### src/rtl/addsub_pkg.sv
`default_nettype none
// +----------------------------------------------------------------------+
// | addsub_pkg : shared types for the chunked add/subtract unit          |
// | Rev 1.0                                                              |
// +----------------------------------------------------------------------+
package addsub_pkg;

  typedef enum logic [1:0] {
    IDLE = 2'd0,
    RUN  = 2'd1,
    DONE = 2'd2
  } addsub_state_t;

  typedef enum logic {
    OP_ADD = 1'b0,
    OP_SUB = 1'b1
  } addsub_op_t;

endpackage
`default_nettype wire

### src/rtl/chunk_adder.sv
`default_nettype none
// +----------------------------------------------------------------------+
// | chunk_adder : combinational ripple adder for one CHUNK-bit slice     |
// | Rev 1.0                                                              |
// +----------------------------------------------------------------------+
module chunk_adder #(
  parameter int CHUNK = 4
) (
  input  logic [CHUNK-1:0] x,
  input  logic [CHUNK-1:0] y,
  input  logic             cin,
  output logic [CHUNK-1:0] s,
  output logic             cout,
  output logic             cmsb
);

  logic [CHUNK:0] c;

  always_comb begin
    c    = '0;
    s    = '0;
    c[0] = cin;
    for (int i = 0; i < CHUNK; i++) begin
      s[i]   = x[i] ^ y[i] ^ c[i];
      c[i+1] = (x[i] & y[i]) | (c[i] & (x[i] ^ y[i]));
    end
  end

  // cmsb is the carry entering the slice MSB; for the top slice it feeds overflow
  assign cout = c[CHUNK];
  assign cmsb = c[CHUNK-1];

endmodule
`default_nettype wire

### src/rtl/addsub_seq.sv
`default_nettype none
// +----------------------------------------------------------------------+
// | addsub_seq : multi-cycle add/subtract, CHUNK bits per clock, LSB     |
// | first. Optional ADDSUB_SAT_EN clamps z to a signed limit on overflow.|
// | Rev 1.0                                                              |
// +----------------------------------------------------------------------+
module addsub_seq
  import addsub_pkg::*;
#(
  parameter int WIDTH = 12,
  parameter int CHUNK = 4
) (
  input  logic             clk,
  input  logic             reset,
  input  logic             start,
  input  logic             op,
  input  logic [WIDTH-1:0] a,
  input  logic [WIDTH-1:0] b,
  output logic             ready,
  output logic             done,
  output logic [WIDTH-1:0] z,
  output logic             cOut,
  output logic             overflow,
  output logic             zero
);

  localparam int NCHUNK = WIDTH / CHUNK;
  localparam int CW     = (NCHUNK > 1) ? $clog2(NCHUNK) : 1;
  localparam logic [CW-1:0] LAST = CW'(NCHUNK - 1);

  addsub_state_t    state;
  logic [CW-1:0]    cnt;
  logic [WIDTH-1:0] a_q;
  logic [WIDTH-1:0] bx_q;
  logic             carry_q;
  logic [WIDTH-1:0] psum;

  logic [CHUNK-1:0] slice_a;
  logic [CHUNK-1:0] slice_b;
  logic [CHUNK-1:0] slice_s;
  logic             slice_cout;
  logic             slice_cmsb;
  logic [WIDTH-1:0] sum_full;
  logic [WIDTH-1:0] z_next;
  logic             ovf_next;
  logic             is_sub;

  assign is_sub  = (addsub_op_t'(op) == OP_SUB);
  assign slice_a = a_q[cnt*CHUNK +: CHUNK];
  assign slice_b = bx_q[cnt*CHUNK +: CHUNK];

  chunk_adder #(
    .CHUNK (CHUNK)
  ) u_chunk_adder (
    .x    (slice_a),
    .y    (slice_b),
    .cin  (carry_q),
    .s    (slice_s),
    .cout (slice_cout),
    .cmsb (slice_cmsb)
  );

  // Partial sum with the current slice merged in; on the last chunk this is the full result
  always_comb begin
    sum_full = psum;
    sum_full[cnt*CHUNK +: CHUNK] = slice_s;
  end

  assign ovf_next = slice_cmsb ^ slice_cout;

`ifdef ADDSUB_SAT_EN
  always_comb begin
    z_next = sum_full;
    if (ovf_next) begin
      z_next = a_q[WIDTH-1] ? {1'b1, {(WIDTH-1){1'b0}}} : {1'b0, {(WIDTH-1){1'b1}}};
    end
  end
`else
  assign z_next = sum_full;
`endif

  always_ff @(posedge clk or posedge reset) begin
    if (reset) begin
      state    <= IDLE;
      cnt      <= '0;
      a_q      <= '0;
      bx_q     <= '0;
      carry_q  <= 1'b0;
      psum     <= '0;
      z        <= '0;
      cOut     <= 1'b0;
      overflow <= 1'b0;
      zero     <= 1'b0;
    end else begin
      case (state)
        IDLE: begin
          if (start) begin
            a_q     <= a;
            bx_q    <= is_sub ? ~b : b;
            carry_q <= is_sub;
            cnt     <= '0;
            psum    <= '0;
            state   <= RUN;
          end
        end
        RUN: begin
          psum    <= sum_full;
          carry_q <= slice_cout;
          if (cnt == LAST) begin
            cnt      <= '0;
            z        <= z_next;
            cOut     <= slice_cout;
            overflow <= ovf_next;
            zero     <= (z_next == '0);
            state    <= DONE;
          end else begin
            cnt <= cnt + 1'b1;
          end
        end
        DONE:    state <= IDLE;
        default: state <= IDLE;
      endcase
    end
  end

  assign ready = (state == IDLE);
  assign done  = (state == DONE);

endmodule
`default_nettype wire
### config.mk
export PLATFORM = sky130hd
export DESIGN_NAME = addsub_seq
export DESIGN_NICKNAME = d
export VERILOG_FILES = /design/src/rtl/addsub_pkg.sv /design/src/rtl/chunk_adder.sv /design/src/rtl/addsub_seq.sv
export SDC_FILE = /design/constraint.sdc
export NUM_CORES = 1
export LEC_CHECK = 0
export CAP_MARGIN = 10
export CORE_MARGIN = 2
export CORE_UTILIZATION = 40
export DETAILED_ROUTE_END_ITERATION = 12
export PLACE_DENSITY = 0.64
export SLEW_MARGIN = 25
export SYNTH_ARGS = -nofsm -noshare
export SYNTH_HDL_FRONTEND = slang
export SYNTH_HIERARCHICAL = 1
export SYNTH_SLANG_ARGS = --single-unit
### constraint.sdc
create_clock -name clk -period 3.89 [get_ports clk]
set_input_delay 1.167 -clock clk [delete_from_list [all_inputs] [get_ports clk]]
set_output_delay 1.167 -clock clk [all_outputs]
set_load 0.05 [all_outputs]
==> run summary, run 1 <==
The run finished with clean final reports. For the finished layout, the period the worst path requires is 3.554 ns. Derived from the worst setup path, the maximum achievable clock frequency is 0.2814 GHz. The sequential share of power is 0.334, and the count of inserted antenna diode cells is 0. The via count normalized by instance count came out at 4.770.

TritonCTS built the clock tree. The capture instance of the worst register-to-register path was zero. After detailed routing, the number of remaining DRC violations is 0.

The tools report the effective utilization at floorplan as 0.4144. The actual slew at the worst max-slew pin was 0.6767 ns. The maximum net fanout on the critical path came out at 8. The core region is 6794 um2. The Yosys step of the flow raised 6 warnings. The count of port buffers added during placement came out at 44. STA classifies the critical path startpoint as a flip-flop. The worst min-delay path class is reg2reg. For the worst setup path, the data required time is 4.10 ns. The total overflow left after global routing is 0. The die boundary height is 87.89 um, and the clock transition at the registers of the reported paths is 0.09 ns. For the count of clock tree sinks, the log shows 56. Setup violations remaining at the end of the flow were counted as 0. Once layout is complete, the cells apart from fillers number 435.

The utilization after layout is 0.5072. The synthesized netlist occupies a cell area of 2815 um2. The count of distinct cell types in the synthesized netlist is 38, and the number of standard cells after synthesis is 295. The switching power as a share of total power is 0.4706, and the first-pass GRT wire length is 9570 um. Wire length reported by the detailed router: 5669 um. Between clock sinks in the finished design, the worst skew comes to 0.008749 ns. Ratio of cells with drive above 1 in the final layout: 0.07375. From left edge to right edge, the die measures 87.89 um. The worst ir drop on vdd was 351.6 uV; the clock power share was 0.117. For this design the static power due to leakage is 0.001540 uW.

The count of nets left with antenna violations after detail routing was 0. The number of antenna violations at the first check in global routing was 0. The number of cells on the worst reg-to-reg path is 12. Counting instances, the worst hold path has a depth of 2. Averaged over all synthesized cells, the footprint is 9.543 um2. The share of the clock period used by the worst path was 0.9136; the power share of the combinational group was 0.549.

The root buffer selected by CTS was sky130_fd_sc_hd__clkbuf_8. The setup check on the worst reg-to-reg path leaves a slack of 0.34 ns. Setup repair after global routing left no endpoint under its margin. For the number of buffers between clock root and the deepest sink, the log shows 2. The routed layout has 2,075 vias. Commonest non-fill, non-tap cell in the layout: sky130_fd_sc_hd__nand2_1. For the reported net switching power, the log shows 1305 uW. For the global-route usage over all layers, the log shows 0.1573. The type of destination of the critical path is a flip-flop. The flip-flop and latch count after synthesis was 56.

The number of max-capacitance violations reported was 0; the fraction of the yosys area taken by sequential cells was 0.4978. The run gives 0.5475 as the relative slew slack. The library cells used most frequently in the layout, excluding fill and tap cells, are sky130_fd_sc_hd__nand2_1, sky130_fd_sc_hd__dfrtp_1, sky130_fd_sc_hd__clkdlybuf4s50_1. Detailed placement finished with a half-perimeter wire length of 4243 um. The run gives 1468 uW as the total internal power.

After the last flow step, the layout net total stands at 375. The top-area cell type share of the netlist area came out at 0.4978. After the first detailed-routing iteration, the DRC count stood at 90. The number of fill cells in the layout was 650. The largest net degree at the start of global routing is 43, and the endpoint arrival time on the critical path is 3.76 ns. The final number of max-transition violations was 0. Before antenna repair, the detailed router went through 4 iterations.

For the final routed database, the setup TNS stands at 0 ns. For the via count of the first global-routing pass, the log shows 2,028. Beginning of the worst register-to-register path: cnt[1].

The number of primary I/O pins is 45. In this run the most critical hold path is launched from a_q[4]. Power spread over the standard cell area amounts to 804.9 nW/um2. Number of buffers added to fix hold violations after cts: 0. Number of placement rows: 30. From synthesis to final layout, the design area changed by 22.40%. The library cell with the largest summed area after synthesis was sky130_fd_sc_hd__dfrtp_1. The clock tree synthesis step divided the H-tree into 2 levels.

The number of buffers created by CTS came out at 5. The detail-routed net length per standard cell was 13.03 um. The number of endpoints with negative hold slack in the final report was 0; the overall die area was 7725 um2. The clock latency reported for the late side of the worst-skew pair came out at 0.31 ns. The placed cell count is 427. Synthesis produced a netlist with a net count of 332.

Sorting the synthesized cells by area gives the leading types as sky130_fd_sc_hd__dfrtp_1, sky130_fd_sc_hd__nand2_1, sky130_fd_sc_hd__o21ai_0. The congestion estimate from routability-driven global placement came to 0.8271. The worst hold path terminates at a_q[4]. The startpoint-to-endpoint class of the critical path is reg2reg.
critical path, stage by stage (launching register included):
cell	delay, ns
sky130_fd_sc_hd__dfrtp_1	0.51
sky130_fd_sc_hd__nor2_2	0.27
sky130_fd_sc_hd__nand2_1	0.08
sky130_fd_sc_hd__o21ai_0	0.13
sky130_fd_sc_hd__fa_1	0.23
sky130_fd_sc_hd__inv_1	0.05
sky130_fd_sc_hd__fa_1	0.37
sky130_fd_sc_hd__fa_1	0.38
sky130_fd_sc_hd__inv_1	0.11
sky130_fd_sc_hd__fa_1	0.53
sky130_fd_sc_hd__a31oi_1	0.31
sky130_fd_sc_hd__nand4_1	0.14
sky130_fd_sc_hd__o41ai_2	0.34
synthesized netlist by cell type:
cell type	count
sky130_fd_sc_hd__nand2_1	76
sky130_fd_sc_hd__dfrtp_1	56
sky130_fd_sc_hd__o21ai_0	33
sky130_fd_sc_hd__nor2b_1	14
sky130_fd_sc_hd__xnor2_1	13
sky130_fd_sc_hd__inv_1	11
sky130_fd_sc_hd__buf_2	9
sky130_fd_sc_hd__a21oi_1	8
sky130_fd_sc_hd__a22o_1	8
sky130_fd_sc_hd__mux2i_1	8
sky130_fd_sc_hd__nor2_1	6
sky130_fd_sc_hd__o21ai_1	6
sky130_fd_sc_hd__clkbuf_1	5
sky130_fd_sc_hd__ha_1	5
sky130_fd_sc_hd__nand3_1	5
sky130_fd_sc_hd__fa_1	4
sky130_fd_sc_hd__a31oi_1	3
sky130_fd_sc_hd__a41oi_1	2
sky130_fd_sc_hd__and2_4	2
sky130_fd_sc_hd__nand2b_1	2
sky130_fd_sc_hd__o31ai_1	2
sky130_fd_sc_hd__a22oi_1	1
sky130_fd_sc_hd__a41oi_2	1
sky130_fd_sc_hd__and2_1	1
sky130_fd_sc_hd__and3_1	1
sky130_fd_sc_hd__and3_4	1
sky130_fd_sc_hd__buf_4	1
sky130_fd_sc_hd__buf_6	1
sky130_fd_sc_hd__inv_2	1
sky130_fd_sc_hd__mux2_2	1
sky130_fd_sc_hd__nand2_4	1
sky130_fd_sc_hd__nand4_1	1
sky130_fd_sc_hd__nor3b_1	1
sky130_fd_sc_hd__nor3b_4	1
sky130_fd_sc_hd__nor4_1	1
sky130_fd_sc_hd__o211ai_1	1
sky130_fd_sc_hd__o311a_1	1
sky130_fd_sc_hd__o41ai_2	1
worst max path at each step:
stage          slack [ns]  cells past startpoint  startpoint   end
2_1_floorplan        0.45                     14      cnt[1]  zero
3_3_place_gp         0.43                     13      cnt[1]  zero
3_5_place_dp         0.27                     12      cnt[1]  zero
4_1_cts              0.24                     13      cnt[1]  zero
5_1_grt              0.12                     12      cnt[1]  zero
6_report             0.34                     12      cnt[1]  zero
through the flow:
| stage | cell area, um2 | hold WS (ns) | setup slack (ns) | total power (uW) |
|---|---|---|---|---|
| floorplan | 2815 | 0.4450 | 0.4536 | 2012 |
| global placement | 3353 | 0.4633 | 0.4265 | 2436 |
| detailed placement | 3353 | 0.4669 | 0.2669 | 2463 |
| CTS | 3443 | 0.4893 | 0.2419 | 2785 |
| global route | 3446 | 0.5034 | 0.1237 | 2988 |
| finish | 3446 | 0.4862 | 0.3359 | 2774 |
registers in the layout, indices dropped and copies added (netlist names):
| name | cells |
|---|---|
| overflow | 1 |
| bx_q | 12 |
| psum | 12 |
| state | 2 |
| a_q | 12 |
| z | 12 |
| cOut | 1 |
| zero | 1 |
| carry_q | 1 |
| cnt | 2 |
routing by layer:
layer  vias to the layer above  global-route usage  share of wire
met5                         -                   0              0
met1                       949              0.2170           0.49
met4                         0             0.04196          0.013
li1                       1066                   -              -
met3                         9             0.03582          0.038
met2                        51              0.2514           0.46
layout make-up:
type | count | area [um2] | area share
Inverter | 12 | 45.04 | 0.01307
Clock buffer | 8 | 90.09 | 0.02614
Sequential cell | 56 | 1401 | 0.4067
Timing Repair Buffer | 52 | 500.5 | 0.1452
Tap cell | 96 | 120.1 | 0.03486
Multi-Input combinational cell | 211 | 1289 | 0.3740
what timing repair did:
| item | CTS | global route |
|---|---|---|
| endpoints found under the setup margin | 0 | 1 |
| endpoints found under the hold margin | 0 | 0 |
| buffers inserted | 0 | 0 |
| gates resized for setup | 0 | 1 |
power by group through the flow:
| stage | Clock, uW | Sequential, uW | Combinational, uW |
|---|---|---|---|
| after detailed placement | 0 | 943 | 1520 |
| final | 325 | 926 | 1520 |
| after global placement | 0 | 940 | 1500 |
| after global routing | 353 | 955 | 1680 |
| after CTS | 333 | 930 | 1520 |
| after floorplan | 0 | 1060 | 952 |
cells by family after synthesis:
group	after synthesis	synth area share
multiplexers	9	0.03245
XOR/XNOR	13	0.04044
flip-flops	56	0.4978
adder cells (fa/ha/maj)	9	0.05067
AO/OA/AOI/OAI	67	0.1471
AND/OR/NAND/NOR	113	0.1862
buffers and inverters	28	0.04533
(Power assumes the default switching activity.)
==> run 2: changes to the inputs <==
--- a/config.mk
+++ b/config.mk
@@ -8,6 +8,7 @@
 export CAP_MARGIN = 10
 export CORE_MARGIN = 2
 export CORE_UTILIZATION = 40
+export CTS_CLUSTER_SIZE = 10
 export DETAILED_ROUTE_END_ITERATION = 12
 export PLACE_DENSITY = 0.64
 export SLEW_MARGIN = 25
==> results of run 2 <==
The final DEF is identical to that of run 1; final timing and power are the same.
==> run 3: changes to the inputs <==
--- a/config.mk
+++ b/config.mk
@@ -8,6 +8,7 @@
 export CAP_MARGIN = 10
 export CORE_MARGIN = 2
 export CORE_UTILIZATION = 40
+export CTS_CLUSTER_DIAMETER = 100
 export CTS_CLUSTER_SIZE = 10
 export DETAILED_ROUTE_END_ITERATION = 12
 export PLACE_DENSITY = 0.64
==> constraint.sdc (replaced) <==
create_clock -name clk -period 3.3 [get_ports clk]
set_input_delay 0.99 -clock clk [delete_from_list [all_inputs] [get_ports clk]]
set_output_delay 0.99 -clock clk [all_outputs]
set_load 0.05 [all_outputs]
==> run 3 against run 2 <==
Routed wire length up 1.9%. Cell count up 1.1%. Count of clock-buffer cells in the layout unchanged. Critical endpoint unchanged. Via count up 2.4%. Critical path type unchanged. Final area up 2.5%. Non-clock buffer count up 5. Largest power group unchanged. Total power up 24%.
==> run summary, run 3 (same netlist as run 1, synthesis figures left out) <==
The number of buffers created by CTS came out at 5 (unchanged). The logs give 6794 um2 (unchanged) for the floorplan core area and 0 (unchanged) for the post-route DRC violation count. The endpoint arrival time on the critical path was 3.34 ns (-0.42 ns); the global-route usage over all layers was 0.1678 (+0.01048).

The detailed-placement wirelength estimate is 4304 um (+1.4%). The via count of the routed design is 2,125 (+2.4%), and the maximum level of the CTS H-tree is 2 (unchanged). The share of the clock period used by the worst path was 0.9475 (+0.03383); the post-layout net count was 380 (+1.3%).

The required time of the critical path came out at 3.52 ns (-0.58 ns). The largest net degree at the start of global routing was 43 (unchanged). The number of primary I/O pins was 45 (unchanged).

The effective utilization at floorplan was 0.4144 (unchanged). The die boundary height is 87.89 um (unchanged). The count of nets left with antenna violations after detail routing came out at 0 (unchanged). The number of max-capacitance violations reported is 0 (unchanged).

The critical path is of the reg2reg type. The beginning of the worst register-to-register path was cnt[1]. The tools report the number of buffers between clock root and the deepest sink as 2 (unchanged).

The launching instance or port of the critical path was cnt[1]. The flow ran to the end, and the final reports show no timing, DRC or antenna violations. The logs give 0 (unchanged) for the number of antenna violations at the first check in global routing and 3403 um2 (+1.5%) for the placed cell area.

First-pass GRT wire length: 10,050 um (+5.0%). The run gives 5777 um (+1.9%) as the wire length reported by the detailed router. Worst ir drop on vdd: 477.5 uV (+36%). The actual slew at the worst max-slew pin works out to 0.6788 ns (+0.002113 ns). The placer congestion estimate was 0.8523 (+3.0%); the pre-CTS worst setup slack was -0.07904 ns (-0.3459 ns). The final number of max-transition violations came out at 0 (unchanged). The die width is 87.89 um (unchanged). The overall die area is 7725 um2 (unchanged), and the number of endpoints failing setup at the final stage is 0 (unchanged). Detail-routed net length per standard cell: 13.13 um (+0.75%).

TritonCTS built the clock tree. The count of inserted antenna diode cells was 0 (unchanged). The clock latency reported for the late side of the worst-skew pair is 0.31 ns (about the same), and the clock transition at the registers of the reported paths is 0.10 ns (about the same). The number of placement rows came out at 30 (unchanged). Number of endpoints with negative hold slack in the final report: 0 (unchanged). The tools report the count of clock tree sinks as 56 (unchanged).

The logs give 2,201 (+8.5%) for the via count of the first global-routing pass and 0.5461 (-0.001413) for the relative slew slack. The post-route worst setup slack is 0.1734 ns (-0.1626 ns), and the area growth from synthesis to layout is 25.47%. The worst min-delay path class is reg2reg. The power per cell area is 975.5 nW/um2 (+21%), and the maximum clock rate is 0.3198 GHz (+14%).

Total negative slack for setup checks: 0 ns (unchanged). The cell sitting at the root of the clock tree is a sky130_fd_sc_hd__clkbuf_8. The residual overflow from global routing came out at 0 (unchanged). The cell area after layout came out at 3532 um2 (+2.5%). The commonest non-fill, non-tap cell in the layout was sky130_fd_sc_hd__nand2_1.

The utilization after layout was 0.5199 (+0.01271). The post-layout minimum cycle time works out to 3.127 ns (-0.4274 ns). The worst setup path is launched from a flip-flop.

The setup skew after layout was 0.005405 ns (-0.003344 ns). The worst setup path is captured at a flip-flop. The logs give 0 (unchanged) for the number of buffers added to fix hold violations after cts and 0.001566 uW (+1.7%) for the cell leakage power. The maximum net fanout on the critical path was 6 (-2); the violation count after the first detailed-route iteration was 106 (+18%). In the layout the commonest cells are sky130_fd_sc_hd__nand2_1, sky130_fd_sc_hd__dfrtp_1, sky130_fd_sc_hd__clkdlybuf4s50_1.

The worst hold path begins at a_q[2]. The total iterations of the first detailed-routing run was 4 (unchanged). The ratio of cells with drive above 1 in the final layout came out at 0.1163 (+0.04253). Via count normalized by instance count: 4.830 (+1.2%). Count of port buffers added during placement: 44 (unchanged).
[run 3: worst paths after layout]
kind | cells past startpoint | to | slack (ns)
max | 11 | zero | 0.17
min | 2 | a_q[2] | 0.48
max reg2reg | 11 | zero | 0.17
min reg2reg | 2 | a_q[2] | 0.48
max in group asynchronous | 3 | cnt[1] | 1.67
min in group asynchronous | 2 | z[2] | 1.06
[run 3: report_power, final]
part           switching, uW  internal (uW)  total, uW
logic                   1220            740       1960
clock network            216            172        388
registers                157            937       1090
[run 3: per-layer routing]
metal / global-route usage / share of wire / vias to the layer above
met5: 0 / 0 / -
met4: 0.05455 / 0.016 / 0
met3: 0.03582 / 0.043 / 8
met2: 0.2948 / 0.49 / 55
met1: 0.2054 / 0.45 / 982
li1: - / - / 1080
[run 3: critical path: stages (launching register included)]
cell and delay, ns:
sky130_fd_sc_hd__dfrtp_2 0.47, sky130_fd_sc_hd__mux2i_1 0.14, sky130_fd_sc_hd__o21ai_1 0.19, sky130_fd_sc_hd__fa_2 0.22
sky130_fd_sc_hd__inv_1 0.05, sky130_fd_sc_hd__fa_2 0.34, sky130_fd_sc_hd__fa_2 0.35, sky130_fd_sc_hd__inv_2 0.09
sky130_fd_sc_hd__fa_2 0.48, sky130_fd_sc_hd__a31oi_2 0.22, sky130_fd_sc_hd__nand4_1 0.13, sky130_fd_sc_hd__o41ai_2 0.34
[run 3: stage by stage]
step / total power, uW / hold slack (ns) / instances
final: 3446 / 0.4800 / 440
after global routing: 3757 / 0.5211 / 440
after CTS: 3411 / 0.4854 / 440
after detailed placement: 2998 / 0.4626 / 431
after global placement: 2958 / 0.4609 / 431
after floorplan: 2383 / 0.4450 / 295
[run 3: what timing repair did]
item                                   CTS  global route
gates cloned                             0             0
endpoints found under the hold margin    0             0
buffers inserted                         1             0
resized for setup                        3             8
setup endpoints to repair                1             1
pin swaps                                1             5
[run 3: cell type report]
type,count,area (um2)
well taps,96,120.1
fillers,676,3262
clock buffers,8,90.09
flip-flops and latches,56,1403
inverters,12,45.04
multi-input cells,211,1324
repair buffers,57,550.5
